==> config.mk <==
export PLATFORM = sky130hd
export DESIGN_NAME = display_scan_controller
export DESIGN_NICKNAME = d
export VERILOG_FILES = /design/src/rtl/display_pkg.sv /design/src/rtl/display_tick_counter.sv /design/src/rtl/display_scan_controller.sv
export SDC_FILE = /design/constraint.sdc
export NUM_CORES = 1
export LEC_CHECK = 0
export BUFFER_PORTS_ARGS = -buffer_cell sky130_fd_sc_hd__clkbuf_2
export CAP_MARGIN = 20
export CORE_MARGIN = 2
export CORE_UTILIZATION = 52
export CTS_CLUSTER_DIAMETER = 200
export DETAILED_ROUTE_END_ITERATION = 10
export PLACE_DENSITY_LB_ADDON = 0.25
export RECOVER_POWER = 100
export SYNTH_ARGS = -nofsm -noshare
export SYNTH_HDL_FRONTEND = slang
export SYNTH_SLANG_ARGS = --single-unit
==> constraint.sdc <==
create_clock -name clk -period 2.62 [get_ports clk]
set_clock_uncertainty 0.1 [all_clocks]
set_input_delay 0.131 -clock clk [delete_from_list [all_inputs] [get_ports clk]]
set_output_delay 0.131 -clock clk [all_outputs]
set_load 0.02 [all_outputs]
==> src/rtl/display_pkg.sv <==
// -----------------------------------------------------------------------------
// display_pkg
// Shared definitions for the multiplexed display scan controller:
//   - scan_state_e : FSM state encoding (IDLE / SCAN / GUARD)
//   - DIGIT_W      : width of one digit code (hex nibble)
//   - DEF_*        : default parameter values for the top level
// -----------------------------------------------------------------------------
package display_pkg;

    localparam int DIGIT_W          = 4;
    localparam int DEF_NUM_DIGITS   = 4;
    localparam int DEF_DWELL_CYCLES = 50000;
    localparam int DEF_GUARD_CYCLES = 500;

    typedef enum logic [1:0] {
        ST_IDLE  = 2'd0,
        ST_SCAN  = 2'd1,
        ST_GUARD = 2'd2
    } scan_state_e;

endpackage

==> src/rtl/display_tick_counter.sv <==
// -----------------------------------------------------------------------------
// display_tick_counter
// Dwell/guard timer. Counts up from 0 and stops at the terminal value.
// Ports:
//   clk  - clock (rising edge)
//   rst  - synchronous active-high reset, clears the count
//   load - restart the count at 0 on the next clock
//   term - terminal count (number of clocks in the interval minus one)
//   done - high while the count equals term
// -----------------------------------------------------------------------------
module display_tick_counter
    import display_pkg::*;
#(
    parameter int CNT_W = 16
) (
    input  logic             clk,
    input  logic             rst,
    input  logic             load,
    input  logic [CNT_W-1:0] term,
    output logic             done
);

    logic [CNT_W-1:0] cnt_q;
    logic [CNT_W-1:0] cnt_d;

    assign done = (cnt_q == term);

    always_comb begin
        cnt_d = cnt_q;
        if (load) begin
            cnt_d = '0;
        end else if (!done) begin
            cnt_d = cnt_q + CNT_W'(1);
        end
    end

    always_ff @(posedge clk) begin
        if (rst) begin
            cnt_q <= '0;
        end else begin
            cnt_q <= cnt_d;
        end
    end

endmodule

==> src/rtl/display_scan_controller.sv <==
// -----------------------------------------------------------------------------
// display_scan_controller
// Time-multiplexes NUM_DIGITS hex digits onto one shared 7-segment decoder.
// Each digit is driven for DWELL_CYCLES clocks followed by GUARD_CYCLES
// all-off clocks. New values are double-buffered (shadow -> active) and only
// take effect at a frame boundary so a frame never shows a mix of values.
// Ports:
//   clk            - clock (rising edge)
//   rst            - synchronous active-high reset
//   valueIn        - NUM_DIGITS hex nibbles, digit 0 in the low nibble
//   loadValid      - valueIn offered for load
//   loadReady      - shadow register empty, load will be accepted
//   blankLeadZeros - suppress leading zero digits (digit 0 always shown)
//   numAct         - nibble for the external hex-to-7-segment decoder
//   digitSel       - active-low digit enables, at most one low
//   frameDone      - one-clock pulse on the last clock of each frame
// -----------------------------------------------------------------------------
module display_scan_controller
    import display_pkg::*;
#(
    parameter int NUM_DIGITS   = DEF_NUM_DIGITS,
    parameter int DWELL_CYCLES = DEF_DWELL_CYCLES,
    parameter int GUARD_CYCLES = DEF_GUARD_CYCLES
) (
    input  logic                          clk,
    input  logic                          rst,
    input  logic [DIGIT_W*NUM_DIGITS-1:0] valueIn,
    input  logic                          loadValid,
    output logic                          loadReady,
    input  logic                          blankLeadZeros,
    output logic [DIGIT_W-1:0]            numAct,
    output logic [NUM_DIGITS-1:0]         digitSel,
    output logic                          frameDone
);

    localparam int VAL_W   = DIGIT_W * NUM_DIGITS;
    localparam int IDX_W   = $clog2(NUM_DIGITS);
    localparam int MAX_CYC = (DWELL_CYCLES > GUARD_CYCLES) ? DWELL_CYCLES : GUARD_CYCLES;
    localparam int CNT_W   = (MAX_CYC > 2) ? $clog2(MAX_CYC) : 1;
    localparam logic [IDX_W-1:0] LAST_IDX = IDX_W'(NUM_DIGITS - 1);

    scan_state_e      state_q, state_d;
    logic [IDX_W-1:0] idx_q, idx_d;
    logic [VAL_W-1:0] active_q, active_d;
    logic [VAL_W-1:0] shadow_q, shadow_d;
    logic             full_q, full_d;
    logic             ready_q;
    logic             blank_q;

    logic             cnt_load;
    logic [CNT_W-1:0] cnt_term;
    logic             cnt_done;
    logic             boundary;
    logic             accept;
    logic             xfer;
    logic [DIGIT_W-1:0]    cur_nib;
    logic [NUM_DIGITS-1:0] suppress;
    logic                  zero_run;

    display_tick_counter #(
        .CNT_W (CNT_W)
    ) u_tick (
        .clk  (clk),
        .rst  (rst),
        .load (cnt_load),
        .term (cnt_term),
        .done (cnt_done)
    );

    // Last GUARD clock of the last digit closes the frame.
    assign boundary = (state_q == ST_GUARD) && cnt_done && (idx_q == LAST_IDX);
    // ready_q mirrors "shadow empty" but is registered, so accept never
    // depends combinationally on loadValid through loadReady.
    assign loadReady = ready_q && !rst;
    assign accept    = loadValid && loadReady;
    assign xfer      = full_q && ((state_q == ST_IDLE) || boundary);
    assign cur_nib   = active_q[int'(idx_q)*DIGIT_W +: DIGIT_W];

    // ---------------- state register ----------------
    always_ff @(posedge clk) begin
        if (rst) begin
            state_q <= ST_IDLE;
        end else begin
            state_q <= state_d;
        end
    end

    // ---------------- next-state logic ----------------
    always_comb begin
        state_d  = state_q;
        cnt_term = '0;
        case (state_q)
            ST_IDLE: begin
                if (full_q) state_d = ST_SCAN;
            end
            ST_SCAN: begin
                cnt_term = CNT_W'(DWELL_CYCLES - 1);
                if (cnt_done) state_d = ST_GUARD;
            end
            ST_GUARD: begin
                cnt_term = CNT_W'(GUARD_CYCLES - 1);
                if (cnt_done) state_d = ST_SCAN;
            end
            default: state_d = ST_IDLE;
        endcase
        cnt_load = (state_d != state_q);
    end

    // ---------------- datapath next values ----------------
    always_comb begin
        idx_d    = idx_q;
        active_d = xfer ? shadow_q : active_q;
        shadow_d = accept ? valueIn : shadow_q;
        full_d   = full_q;
        if (xfer) begin
            full_d = 1'b0;
        end else if (accept) begin
            full_d = 1'b1;
        end
        if (state_q == ST_IDLE) begin
            idx_d = '0;
        end else if ((state_q == ST_GUARD) && cnt_done) begin
            idx_d = (idx_q == LAST_IDX) ? '0 : idx_q + IDX_W'(1);
        end
    end

    always_ff @(posedge clk) begin
        if (rst) begin
            idx_q    <= '0;
            active_q <= '0;
            shadow_q <= '0;
            full_q   <= 1'b0;
            ready_q  <= 1'b0;
            blank_q  <= 1'b0;
        end else begin
            idx_q    <= idx_d;
            active_q <= active_d;
            shadow_q <= shadow_d;
            full_q   <= full_d;
            ready_q  <= !full_d;
            blank_q  <= blankLeadZeros;
        end
    end

    // ---------------- output logic ----------------
    always_comb begin
        // A digit is blank when it and every more significant digit are zero.
        zero_run = blank_q;
        suppress = '0;
        for (int i = NUM_DIGITS - 1; i >= 1; i--) begin
            zero_run    = zero_run && (active_q[i*DIGIT_W +: DIGIT_W] == DIGIT_W'(0));
            suppress[i] = zero_run;
        end

        digitSel  = '1;
        numAct    = '0;
        frameDone = 1'b0;
        if (!rst) begin
            case (state_q)
                ST_SCAN: begin
                    numAct = cur_nib;
                    if (!suppress[idx_q]) digitSel[idx_q] = 1'b0;
                end
                ST_GUARD: begin
                    // Index is unchanged in GUARD, so this holds the last SCAN nibble.
                    numAct    = cur_nib;
                    frameDone = boundary;
                end
                default: ;
            endcase
        end
    end

endmodule
### Word level (Yosys, flattened, before mapping)

Cells that the tools add are included.
Widths: inputs -> output; s select.

* bits in writable memories: 0
* bits in read-only memories: 0
* register bits: 55
* memories: 0
* output and inout bits: 10
* bits in latches: 0
* input port bits: 20

* shift-type cells: 1
* mux-type cells: 19
* div/mod/pow operators: 0
* add/sub/neg operators: 2
* bitwise logic cells: 1
* order comparisons: 2
* reductions and logical operators: 19
* equal/unequal tests: 5
* multiply operators: 0

Operators with widths (count)
* $pmux 16 s2: 1
* $mux 4: 5
* $add 16x1->16 const B: 1
* $eq 16x16->1: 1
* $shiftx 16x5->4: 1
* $logic_not 4->1: 3
* $logic_and 1x1->1: 9
* $mux 2: 4
* $mux 1: 6
* $pmux 2 s3: 1
* $reduce_or 2->1: 3
* $eq 2x2->1 const B: 2
* $not 4->4: 1
* $lt 2x3->1 const B: 1
* $add 2x1->2 const B: 1
* $bmux 1 s2: 1
* $demux 1 s2: 1
* $eq 2x1->1 const B: 1
* $ge 2x1->1 const B: 1
* $logic_not 1->1: 2
* $logic_not 2->1: 1
* $ne 2x2->1: 1
* $logic_or 1x1->1: 1

### Logic depth before layout (Yosys ltp)

Gate-level depths: netlist of the first run.

* depth in word-level cells: 9
* depth in mapped cells: 10

### Cells and area by module

A second synthesis of the first run with hierarchy kept.

* cell total of the unflattened synthesis: 310
* area total of the unflattened synthesis: 2889.0 um^2

Modules (own cells, without submodules)
* display_scan_controller: sequential area each 780.7 um^2, area each 1916.8 um^2, instances 1, cells each 199
* display_tick_counter: sequential area each 320.3 um^2, area each 972.2 um^2, instances 1, cells each 111

### Least setup slack after synthesis of the first run

OpenSTA, ideal clock, no wires.

* path type: reg2reg
* start point: register state_q[0]
* end point: register active_q[10]
* path slack: 27 ps
* stages on the path, launching flop included: 10
* required time: 2392 ps
* buffers on the path: 2
* data arrival time: 2366 ps
* path through: dfxtp_1 inv_1 ha_1 clkbuf_1 nor4_1 o21ai_0 o41ai_4 buf_6 mux2i_1 nor2_1

* longest elaborated chain between the ends: 7
* elaborated cells between the ends (all ways): 9
* those cells by class: eq/ne: 3; mux: 1; reduce/logical: 5

RTL lines
* from (decl): line display_scan_controller.sv:42 `scan_state_e state_q, state_d;`
* from (signal assigned): line display_scan_controller.sv:84 `state_q <= state_d;`
* $eq 2x2->1 / $eq 2x1->1 (equally long branches): line display_scan_controller.sv:71, display_scan_controller.sv:92
* $pmux 16 s2: line display_scan_controller.sv:92 `case (state_q)`
* $eq 16x16->1: line display_tick_counter.sv:26 `assign done = (cnt_q == term);`
* $logic_and 1x1->1 (2 in series): line display_scan_controller.sv:71 `assign boundary = (state_q == ST_GUARD) && cnt_done && (idx_q == LAST_IDX);`
* $logic_or 1x1->1 (*): line display_scan_controller.sv:76 `assign xfer = full_q && ((state_q == ST_IDLE) || boundary);`
* $logic_and 1x1->1 (*): line display_scan_controller.sv:76
* to (signal assigned): line display_scan_controller.sv:137 `active_q <= active_d;`
* to (decl): line display_scan_controller.sv:44 `logic [VAL_W-1:0] active_q, active_d;`

Mark *: on every way between the ends. The rest lies on a longest branch, timed or not.
A chain may end at the register's enable or synchronous reset.

### Final worst setup path of the first run

* start point: register state_q[1]
* end point: output frameDone

* longest elaborated chain between the ends: 7
* elaborated cells between the ends (all ways): 8
* those cells by class: eq/ne: 3; mux: 3; reduce/logical: 2

RTL lines
* $eq 2x2->1 / $eq 2x1->1 (equally long branches): line display_scan_controller.sv:71, display_scan_controller.sv:92, display_scan_controller.sv:159
* $pmux 16 s2: line display_scan_controller.sv:92
* $eq 16x16->1: line display_tick_counter.sv:26
* $logic_and 1x1->1 (2 in series): line display_scan_controller.sv:71
* $mux 1 (*): line display_scan_controller.sv:159 `case (state_q)`
* $mux 1 (*): line display_scan_controller.sv:158 `if (!rst) begin`
* to (decl): line display_scan_controller.sv:33 `output logic frameDone`

Marks and branches as above.

==> summary.txt, run 1 <==
status - completed
most common cell after layout, fill and taps aside - dfxtp_1
Slew headroom - 15.94%
Final ANT Viol Nets - 0
Worst Path Required - 2.39 ns
Cell Count, Final, Fillers Out - 436
drt first pass iters - 5
flops & latches, synth - 55
area occupied by multi-input gates - 1600 µm²
Hold Path Class - primary input to flip-flop
clock sink count - 55
max-slew violation count - 0
leakage - 1.177 nW
Hold Vio Cnt, Final - 0
CP max stage cell - dfxtp_2
Post-synth ARST share - 0%
measured slew at the worst slew-check pin - 1.261 ns
number of stages on the worst setup path - 8
vias - 2,412
CTS clk-pin slew, worst paths - 0.09 ns
H-Tree Depth - 2
hold wc startpoint - rst
max_cap viols - 0
Power Density - 647.9 nW/µm²
Distinct cells, synth - 44
pin count of the biggest net entering global routing - 40
clk_lat worst skew - 0.31 ns
post-route setup slack - 0.1299 ns
Post-DP HPWL - 4150 µm
Max VDD drop - 447.5 µV
total power - 2.160 mW
placed insts - 409
final worst path period share - 95.04%
Crit path max-delay family - simple AND/OR/NAND/NOR gates
GPL Wtd Cong - 0.8420
CTS root buffer - clkbuf_8
ANT cells - 0
element type at the critical path end - output pin
Worst R2R Path Depth - 9
fillers - 441
worst-path fanout max - 8
critical path launch point - state_q[1]
post-place setup slack - 0.1523 ns
Post-Syn Area - 2768 µm²
CP endpoint - frameDone
Setup CP Type - flip-flop to output pin
Post-Synthesis Cells - 314
Synthesized Nets - 343
Final min period - 2.490 ns
Die Span Y - 76.96 µm
global-route wire length before repair - 10,490 µm
WP buf/inv - 3
WL final - 6098 µm
area grow syn2layout - 20.43%
critical path's largest stage delay - 0.37 ns
CTS tree - built
global-route usage over all layers - 21.48%
Critical Path AT - 2.26 ns
Wirelength per Cell - 13.99 µm
register area - 1104 µm²
syn_area_per_cell - 8.814 µm²
final instance area - 3333 µm²
Reg-to-Reg End - u_tick.cnt_q[0]
Top FF cell, synth - dfxtp_1
final setup fails - 0
post-route DRC violation count - 0
layout cells sized above 1 - 16.39%
cells along the critical path - inv_1, ha_1, buf_4, nand4_1, o22ai_4, nand4_1, nor3b_2, clkbuf_2
crit-path most repeated cell - nand4_1
die area - 5922 µm²
PortBufs - 29
Ys Warns - 0
EDFF count, synth - 0
fin nets - 394
number of global-route vias before repair - 2,262
element type at the critical path start - flip-flop
std cell rows - 26
most frequent cells in the layout - 53 x dfxtp_1, 34 x nand2_1, 24 x nor2_1, 24 x clkbuf_2
placed cell area - 3040 µm²
CTS Buf Count - 5
antenna violations before repair - 0
FF-to-FF setup slack - 0.19 ns
Top Ports - 30
core area - 5107 µm²
grt ovf - 0
Via density - 5.532
Die W - 76.96 µm
register area share after synthesis - 39.78%
origin of the critical flop-to-flop path - state_q[0]
fin util - 65.26%
Bufs on Longest Clock Path - 2
DRT iter0 DRCs - 117
Max Clock Freq - 0.4016 GHz
Initial Utilization - 54.19%
## synth_stat cells, drive strengths merged (7+ instances only)
cell type | number | area, µm²
nand2b | 20 | 125.1
nand2 | 34 | 127.6
dfxtp | 55 | 1101
o21ai | 20 | 100.1
nor2b | 7 | 43.79
a21oi | 15 | 75.07
nand3 | 8 | 40.04
nor2 | 24 | 90.09
mux2i | 18 | 180.2
clkbuf | 15 | 56.30
or4 | 9 | 71.32
ha | 9 | 112.6
o31ai | 9 | 67.56
## layout make-up
cell class / instances / share of cell area [%]
Clock buffer: 6 / 2.177
Clock inverter: 2 / 0.5255
Inverter: 5 / 0.5631
Multi-Input combinational cell: 236 / 48.01
Sequential cell: 55 / 33.11
Tap cell: 70 / 2.628
Timing Repair Buffer: 62 / 12.99
## report_power, final
group | internal [mW] | switching, mW
Clock | 0.193 | 0.282
Sequential | 0.877 | 0.0403
Combinational | 0.325 | 0.442
Total | 1.39 | 0.765
## kinds of logic (layout without fill, tap and decap cells)
| family | Yosys count | count (layout) | share of synthesized area [%] |
|---|---|---|---|
| buffers and inverters | 23 | 75 | 3.481 |
| DFF | 55 | 55 | 39.78 |
| adders and majority gates | 9 | 9 | 4.069 |
| AOI/OAI and AO/OA | 65 | 65 | 15.42 |
| xor gates and xnor gates | 5 | 5 | 1.582 |
| and+or+nand+nor | 134 | 134 | 25.36 |
| muxes | 23 | 23 | 10.31 |
## registers in the layout, summed over array words and instances (netlist names)
register and cells:
active_q 16, shadow_q 16, blank_q 1, u_tick.cnt_q 16, full_q 1, ready_q 1
idx_q 2, state_q 2
## metrics by stage
stage,setup TNS [ns],hold slack (ns)
2_1_floorplan,0,0.1396
3_3_place_gp,0,0.2238
3_5_place_dp,0,0.2304
4_1_cts,0,0.02139
5_1_grt,-0.02362,0.04584
6_report,0,0.02639
## how the worst min path moves through the flow
| stage | to | slack (ns) | cells past startpoint |
|---|---|---|---|
| finish | full_q | 0.03 | 2 |
| global route | full_q | 0.05 | 2 |
| CTS | full_q | 0.02 | 2 |
| detailed placement | shadow_q[1] | 0.23 | 3 |
| global placement | shadow_q[14] | 0.22 | 3 |
| floorplan | shadow_q[0] | 0.14 | 2 |
## routing by layer
metal  vias to the layer above  track usage (%)  wire length [µm]
met4                         0            5.091                59
li1                       1227                -                 -
met3                         8            4.706               212
met2                        38            35.26              2832
met1                      1139            28.87              2994
met5                         -                0                 0
## repair_timing
| item | in CTS | in global routing |
|---|---|---|
| gates resized for setup | 1 | 8 |
| pin swaps | 0 | 1 |
| setup endpoints to repair | 1 | 17 |
| hold endpoints to repair | 18 | 0 |
| hold buffers | 18 | 0 |
| setup buffers | 0 | 1 |
No activity file was read; power rests on OpenSTA's default activity.
==> inputs of run 2 (changes only) <==
--- a/config.mk
+++ b/config.mk
@@ -11,6 +11,7 @@
 export CORE_UTILIZATION = 52
 export CTS_CLUSTER_DIAMETER = 200
 export DETAILED_ROUTE_END_ITERATION = 10
+export GPL_TIMING_DRIVEN = 0
 export PLACE_DENSITY_LB_ADDON = 0.25
 export RECOVER_POWER = 100
 export SYNTH_ARGS = -nofsm -noshare
==> run 2 against run 1 <==
  * Maximum frequency down 0.98%
  * Register-to-register slack worse by 0.08 ns
  * Combinational power down 1%
  * Global-route usage up 1.3 points
  * First-iteration DRC count down 14%
==> summary.txt, run 2 (same netlist as run 1, synthesis figures left out) <==
most frequent cells in the layout - 53 x dfxtp_1, 34 x nand2_1, 24 x nor2_1, 22 x clkbuf_1, 21 x clkbuf_2
Power Density - 668.3 nW/µm²
fin nets - 398
Bufs on Longest Clock Path - 2
global-route wire length before repair - 11,120 µm
max_cap viols - 0
Crit path max-delay family - simple AND/OR/NAND/NOR gates
CTS tree - built
final setup fails - 0
status - completed
hold wc startpoint - rst
H-Tree Depth - 2
Net Sw Frac - 35.20%
met2 Track Usage GR - 38.42%
Worst R2R Path Depth - 7
measured slew at the worst slew-check pin - 0.6495 ns
PortBufs - 28
die area - 5922 µm²
Initial Utilization - 54.19%
Critical Path AT - 2.61 ns
Hold Path Class - primary input to flip-flop
most common cell after layout, fill and taps aside - dfxtp_1
Die W - 76.96 µm
post-route DRC violation count - 0
pin count of the biggest net entering global routing - 18
layout cells sized above 1 - 15.14%
placed cell area - 2995 µm²
fin util - 65.92%
std cell rows - 26
clock share of power - 25.3%
final instance area - 3367 µm²
CP max stage cell - or4_4
area grow syn2layout - 21.65%
Wirelength per Cell - 14.46 µm
Reg-to-Reg End - active_q[2]
Via density - 5.630
Final ANT Viol Nets - 0
drt first pass iters - 4
Slew headroom - 56.30%
CTS Buf Count - 5
top flop regs - active_q (16), shadow_q (16), u_tick.cnt_q (16)
met1 Usage GRT - 30.30%
Worst Path Required - 2.71 ns
ANT cells - 0
final worst path period share - 95.98%
core area - 5107 µm²
origin of the critical flop-to-flop path - u_tick.cnt_q[8]
cells along the critical path - clkbuf_1, or4_4, mux2_4, o41ai_4, buf_4, mux2i_1, nor2_1
fillers - 434
Final min period - 2.515 ns
hold depth - 3
Hold Vio Cnt, Final - 0
Gate power share - 33.7%
internal cell power - 1.458 mW
Max Clock Freq - 0.3977 GHz
max-slew violation count - 0
FF-to-FF setup slack - 0.11 ns
GRT Max-Usage Layer - met2
CTS clk-pin slew, worst paths - 0.10 ns
sw power - 0.7920 mW
grt ovf - 0
clock sink count - 55
Setup CP Type - flip-flop to flip-flop
area occupied by multi-input gates - 1635 µm²
worst-path fanout max - 8
Top Ports - 30
GPL Wtd Cong - 0.8099
DRT iter0 DRCs - 101
critical path's largest stage delay - 0.49 ns
element type at the critical path start - flip-flop
Die Span Y - 76.96 µm
Hold Path End - shadow_q[0]
vias - 2,477
WP buf/inv - 2
clk_lat worst skew - 0.31 ns
RSZ-0062 raised after global routing - no
CTS root buffer - clkbuf_8
leakage - 1.164 nW
number of global-route vias before repair - 2,361
Post-DP HPWL - 4421 µm
global-route usage over all layers - 22.78%
register share of total power - 40.9%
WL final - 6361 µm
Max VDD drop - 455.8 µV
register area - 1104 µm²
antenna violations before repair - 0
GR Util met3 - 3.765%
element type at the critical path end - flip-flop
## run 2: how the worst max path moves through the flow
stage | depth (start not counted) | slack (ns) | startpoint | to
4_1_cts | 9 | 0.02 | state_q[1] | state_q[0]
5_1_grt | 9 | 0.008 | state_q[1] | state_q[0]
2_1_floorplan | 9 | 0.03 | state_q[0] | active_q[10]
6_report | 7 | 0.11 | u_tick.cnt_q[8] | active_q[2]
3_5_place_dp | 9 | -0.64 | state_q[1] | u_tick.cnt_q[5]
3_3_place_gp | 9 | -0.62 | state_q[1] | u_tick.cnt_q[2]
## run 2: layer usage
| metal | wire [µm] | part of all wire (%) |
|---|---|---|
| met4 | 82 | 1.3 |
| met2 | 2955 | 46 |
| met1 | 3051 | 48 |
| met5 | 0 | 0 |
| met3 | 271 | 4.3 |
## run 2: final cells by class
cell class,count,share of cell area [%]
plain buffers,16,2.267
well taps,70,2.601
inverters,5,0.5574
clock buffers,5,2.044
flip-flops and latches,55,32.78
multi-input cells,236,48.57
repair buffers,50,9.885
clock inverters,3,1.301
## run 2: power groups by stage
stage                     sequential (mW)  combinational [mW]  clock, mW
final                               0.921               0.759      0.569
after global routing                0.929               0.822      0.606
after CTS                           0.918               0.722      0.576
after detailed placement            0.936               0.621          0
after global placement              0.935               0.616          0
after floorplan                     0.924               0.461          0
## run 2: metrics by stage
stage                     TNS, ns  setup slack (ns)  instances  power, mW  hold WS (ns)
after floorplan                 0           0.02676        314      1.385        0.1396
after global placement     -12.32           -0.6199        412      1.551        0.2253
after detailed placement   -14.15           -0.6390        412      1.557        0.2299
after CTS                       0           0.02153        440      2.216        0.2473
after global routing            0          0.007649        440      2.357        0.2811
final                           0            0.1054        440      2.250        0.2643
## run 2: timing repair
item | in CTS | in global routing
hold endpoints to repair | 18 | 0
pin swaps | 3 | 0
setup endpoints to repair | 38 | 35
buffers inserted | 4 | 0
hold buffers | 18 | 0
gates resized for setup | 13 | 6
## run 2: worst min-delay path: stages
cell and delay (ns):
clkbuf_1 0.19, nand2b_1 0.20, o21ai_0 0.12
==> inputs of run 3 (changes only) <==
--- a/config.mk
+++ b/config.mk
@@ -6,9 +6,8 @@
 export NUM_CORES = 1
 export LEC_CHECK = 0
 export BUFFER_PORTS_ARGS = -buffer_cell sky130_fd_sc_hd__clkbuf_2
-export CAP_MARGIN = 20
 export CORE_MARGIN = 2
-export CORE_UTILIZATION = 52
+export CORE_UTILIZATION = 53
 export CTS_CLUSTER_DIAMETER = 200
 export DETAILED_ROUTE_END_ITERATION = 10
 export GPL_TIMING_DRIVEN = 0
@@ -16,4 +15,5 @@
 export RECOVER_POWER = 100
 export SYNTH_ARGS = -nofsm -noshare
 export SYNTH_HDL_FRONTEND = slang
+export SYNTH_HIERARCHICAL = 1
 export SYNTH_SLANG_ARGS = --single-unit
==> run 3 against run 2 <==
  * The run now ends with setup timing left
  * Final area rose by 7.5%
  * Flip-flop and latch count did not move
  * Setup slack got worse by 0.20 ns
  * Non-clock buffer count rose by 10
  * Critical endpoint is now u_tick/cnt_q[13]
==> summary.txt, run 3 <==
Final ANT Viol Nets - 0
most frequent cell after synthesis - dfxtp_1
global-route wire length before repair - 11,520 µm
element type at the critical path end - flip-flop
RSZ-0062 raised after global routing - yes
WL final - 6989 µm
Worst Path Required - 2.79 ns
Distinct cells, synth - 49
Initial Utilization - 55.85%
clock sink count - 55
most frequent cells in the layout - 53 x dfxtp_1, 33 x nand2b_1, 26 x nand2_1, 22 x clkbuf_2, 20 x o21ai_0
clk_lat worst skew - 0.31 ns
GPL Wtd Cong - 0.8441
Bufs on Longest Clock Path - 2
post-route DRC violation count - 0
Critical Path AT - 2.88 ns
Yosys top cell by area - dfxtp_1
CTS Buf Count - 5
cells along the critical path - inv_6, ha_4, xnor2_1, nand4_1, nor4_4, buf_6, a22oi_2, o221ai_2, a211o_1, or2_4, or4_4, nand2_1
Final min period - 2.712 ns
CP max stage cell - or4_4
Hold Path Class - primary input to flip-flop
Post-DP HPWL - 4427 µm
Power Density - 444.3 nW/µm²
total power - 1.609 mW
ANT cells - 0
final worst path period share - 103.5%
CTS root buffer - clkbuf_8
global-route usage over all layers - 23.92%
Top Ports - 30
Slew headroom - 64.71%
Worst R2R Path Depth - 12
uppermost layer routed - met4
met3 routed WL - 351 µm
die area - 6058 µm²
DR WL met2 - 3382 µm
number of global-route vias before repair - 2,456
CTS clk-pin slew, worst paths - 0.10 ns
antenna violations before repair - 0
Post-Synthesis Cells - 310
most common cell after layout, fill and taps aside - dfxtp_1
critical path's largest stage delay - 0.43 ns
H-Tree Depth - 2
Post-Syn Area - 2889 µm²
EDFF count, synth - 0
synth top area cells - dfxtp_1 38%, nand2b_1 7.1%, mux2i_1 6.6%
fin nets - 407
failing checks - setup timing
vias - 2,567
syn_area_per_cell - 9.319 µm²
fillers - 399
final instance area - 3621 µm²
Wirelength per Cell - 15.57 µm
register area share after synthesis - 38.11%
area grow syn2layout - 25.34%
placed cell area - 3202 µm²
register area - 1109 µm²
max-slew violation count - 0
Die W - 77.83 µm
drt first pass iters - 4
final setup fails - 12
area occupied by multi-input gates - 1748 µm²
element type at the critical path start - flip-flop
layout cells sized above 1 - 22.16%
Max VDD drop - 291.5 µV
grt ovf - 0
PortBufs - 29
Ys Warns - 6
max_cap viols - 0
status - finished, violations left
Post-synth top cells - 55 x dfxtp_1, 33 x nand2b_1, 27 x nand2_1, 19 x mux2i_1, 19 x o21ai_1
hold depth - 3
Yosys top cell area share - 38.11%
flops & latches, synth - 55
CTS tree - built
measured slew at the worst slew-check pin - 0.5293 ns
post-route setup slack - -0.09192 ns
met1 WL - 3078 µm
core area - 5172 µm²
DRT iter0 DRCs - 189
top flop regs - active_q (16), shadow_q (16), u_tick/cnt_q (16)
Via density - 5.717
leakage - 1.358 nW
pin count of the biggest net entering global routing - 18
fin util - 70.00%
Post-synth ARST share - 0%
Hold Vio Cnt, Final - 0
std cell rows - 26
Max Clock Freq - 0.3687 GHz
Setup CP Type - flip-flop to flip-flop
Top FF cell, synth - dfxtp_1
Hold Slack - 0.1637 ns
worst-path fanout max - 8
Die Span Y - 77.83 µm
run 3: changes by cell type after synthesis, sizes merged, moves of 5 or more:
cell / delta
xnor2: +12
o211ai: +6
clkbuf: -10
a31oi: -5
buf: +10
o21ai: +8
nor2: -19
o31ai: -5
or3: +5
nand2: -7
nand2b: +13
run 3: per-layer routing:
metal	track usage [%]	vias up
met5	0	-
met4	10.71	0
met3	4.302	18
met2	39.91	72
met1	30.05	1234
li1	-	1243
run 3: area by class of cell:
class,instances,area share (%)
buffer,16,3.352
clock buffer,6,2.281
clock inverter,2,0.4147
inverter,6,0.8293
multi-input combinational,234,48.27
sequential,55,30.62
tap,70,2.419
timing repair buffer,60,11.82
run 3: worst max-delay path, delay by kind of cell, from the launching register on:
family                     cells  cell delay [ns]
buffers and inverters          2             0.19
adders and majority gates      1             0.27
DFF                            1             0.40
AOI/OAI and AO/OA              3             0.58
and+or+nand+nor                5             0.99
xor gates and xnor gates       1             0.13
run 3: path summary, 6_finish.rpt:
path / startpoint / slack [ns] / endpoint
worst min-delay path: rst / 0.16 / u_tick/cnt_q[11]
worst max-delay path: state_q[0] / -0.09 / u_tick/cnt_q[13]
worst min register to register: shadow_q[11] / 0.38 / shadow_q[11]
worst max register to register: state_q[0] / -0.09 / u_tick/cnt_q[13]
run 3: cell families after synthesis:
logic type / share of synthesized area, %
simple gates: 25.16
buf+inv: 5.587
xor+xnor: 5.154
fa+ha+maj: 3.898
mux: 9.701
other cells: 0.1298
compound gates: 12.26
flops: 38.11
run 3: repair_timing:
| action | 4_1_cts | 5_1_grt |
|---|---|---|
| hold endpoints to repair | 17 | 0 |
| buffers inserted | 13 | 1 |
| gates cloned | 0 | 0 |
| setup endpoints to repair | 25 | 20 |
| pin swaps | 6 | 2 |
| gates resized for setup | 9 | 7 |
| hold buffers | 17 | 0 |
run 3: report_power, final:
group          internal, mW  switching [mW]
combinational         0.114           0.108
clock                 0.217           0.288
sequential            0.861          0.0206
total                  1.19           0.416
run 3: per-stage QoR:
stage / worst slack, ns / std cells / TNS, ns
floorplan: -0.1388 / 313 / -1.613
global placement: -0.4715 / 412 / -6.303
detailed placement: -0.4811 / 412 / -6.582
CTS: -0.08643 / 448 / -0.4198
global route: -0.1780 / 449 / -2.382
finish: -0.09192 / 449 / -0.4539
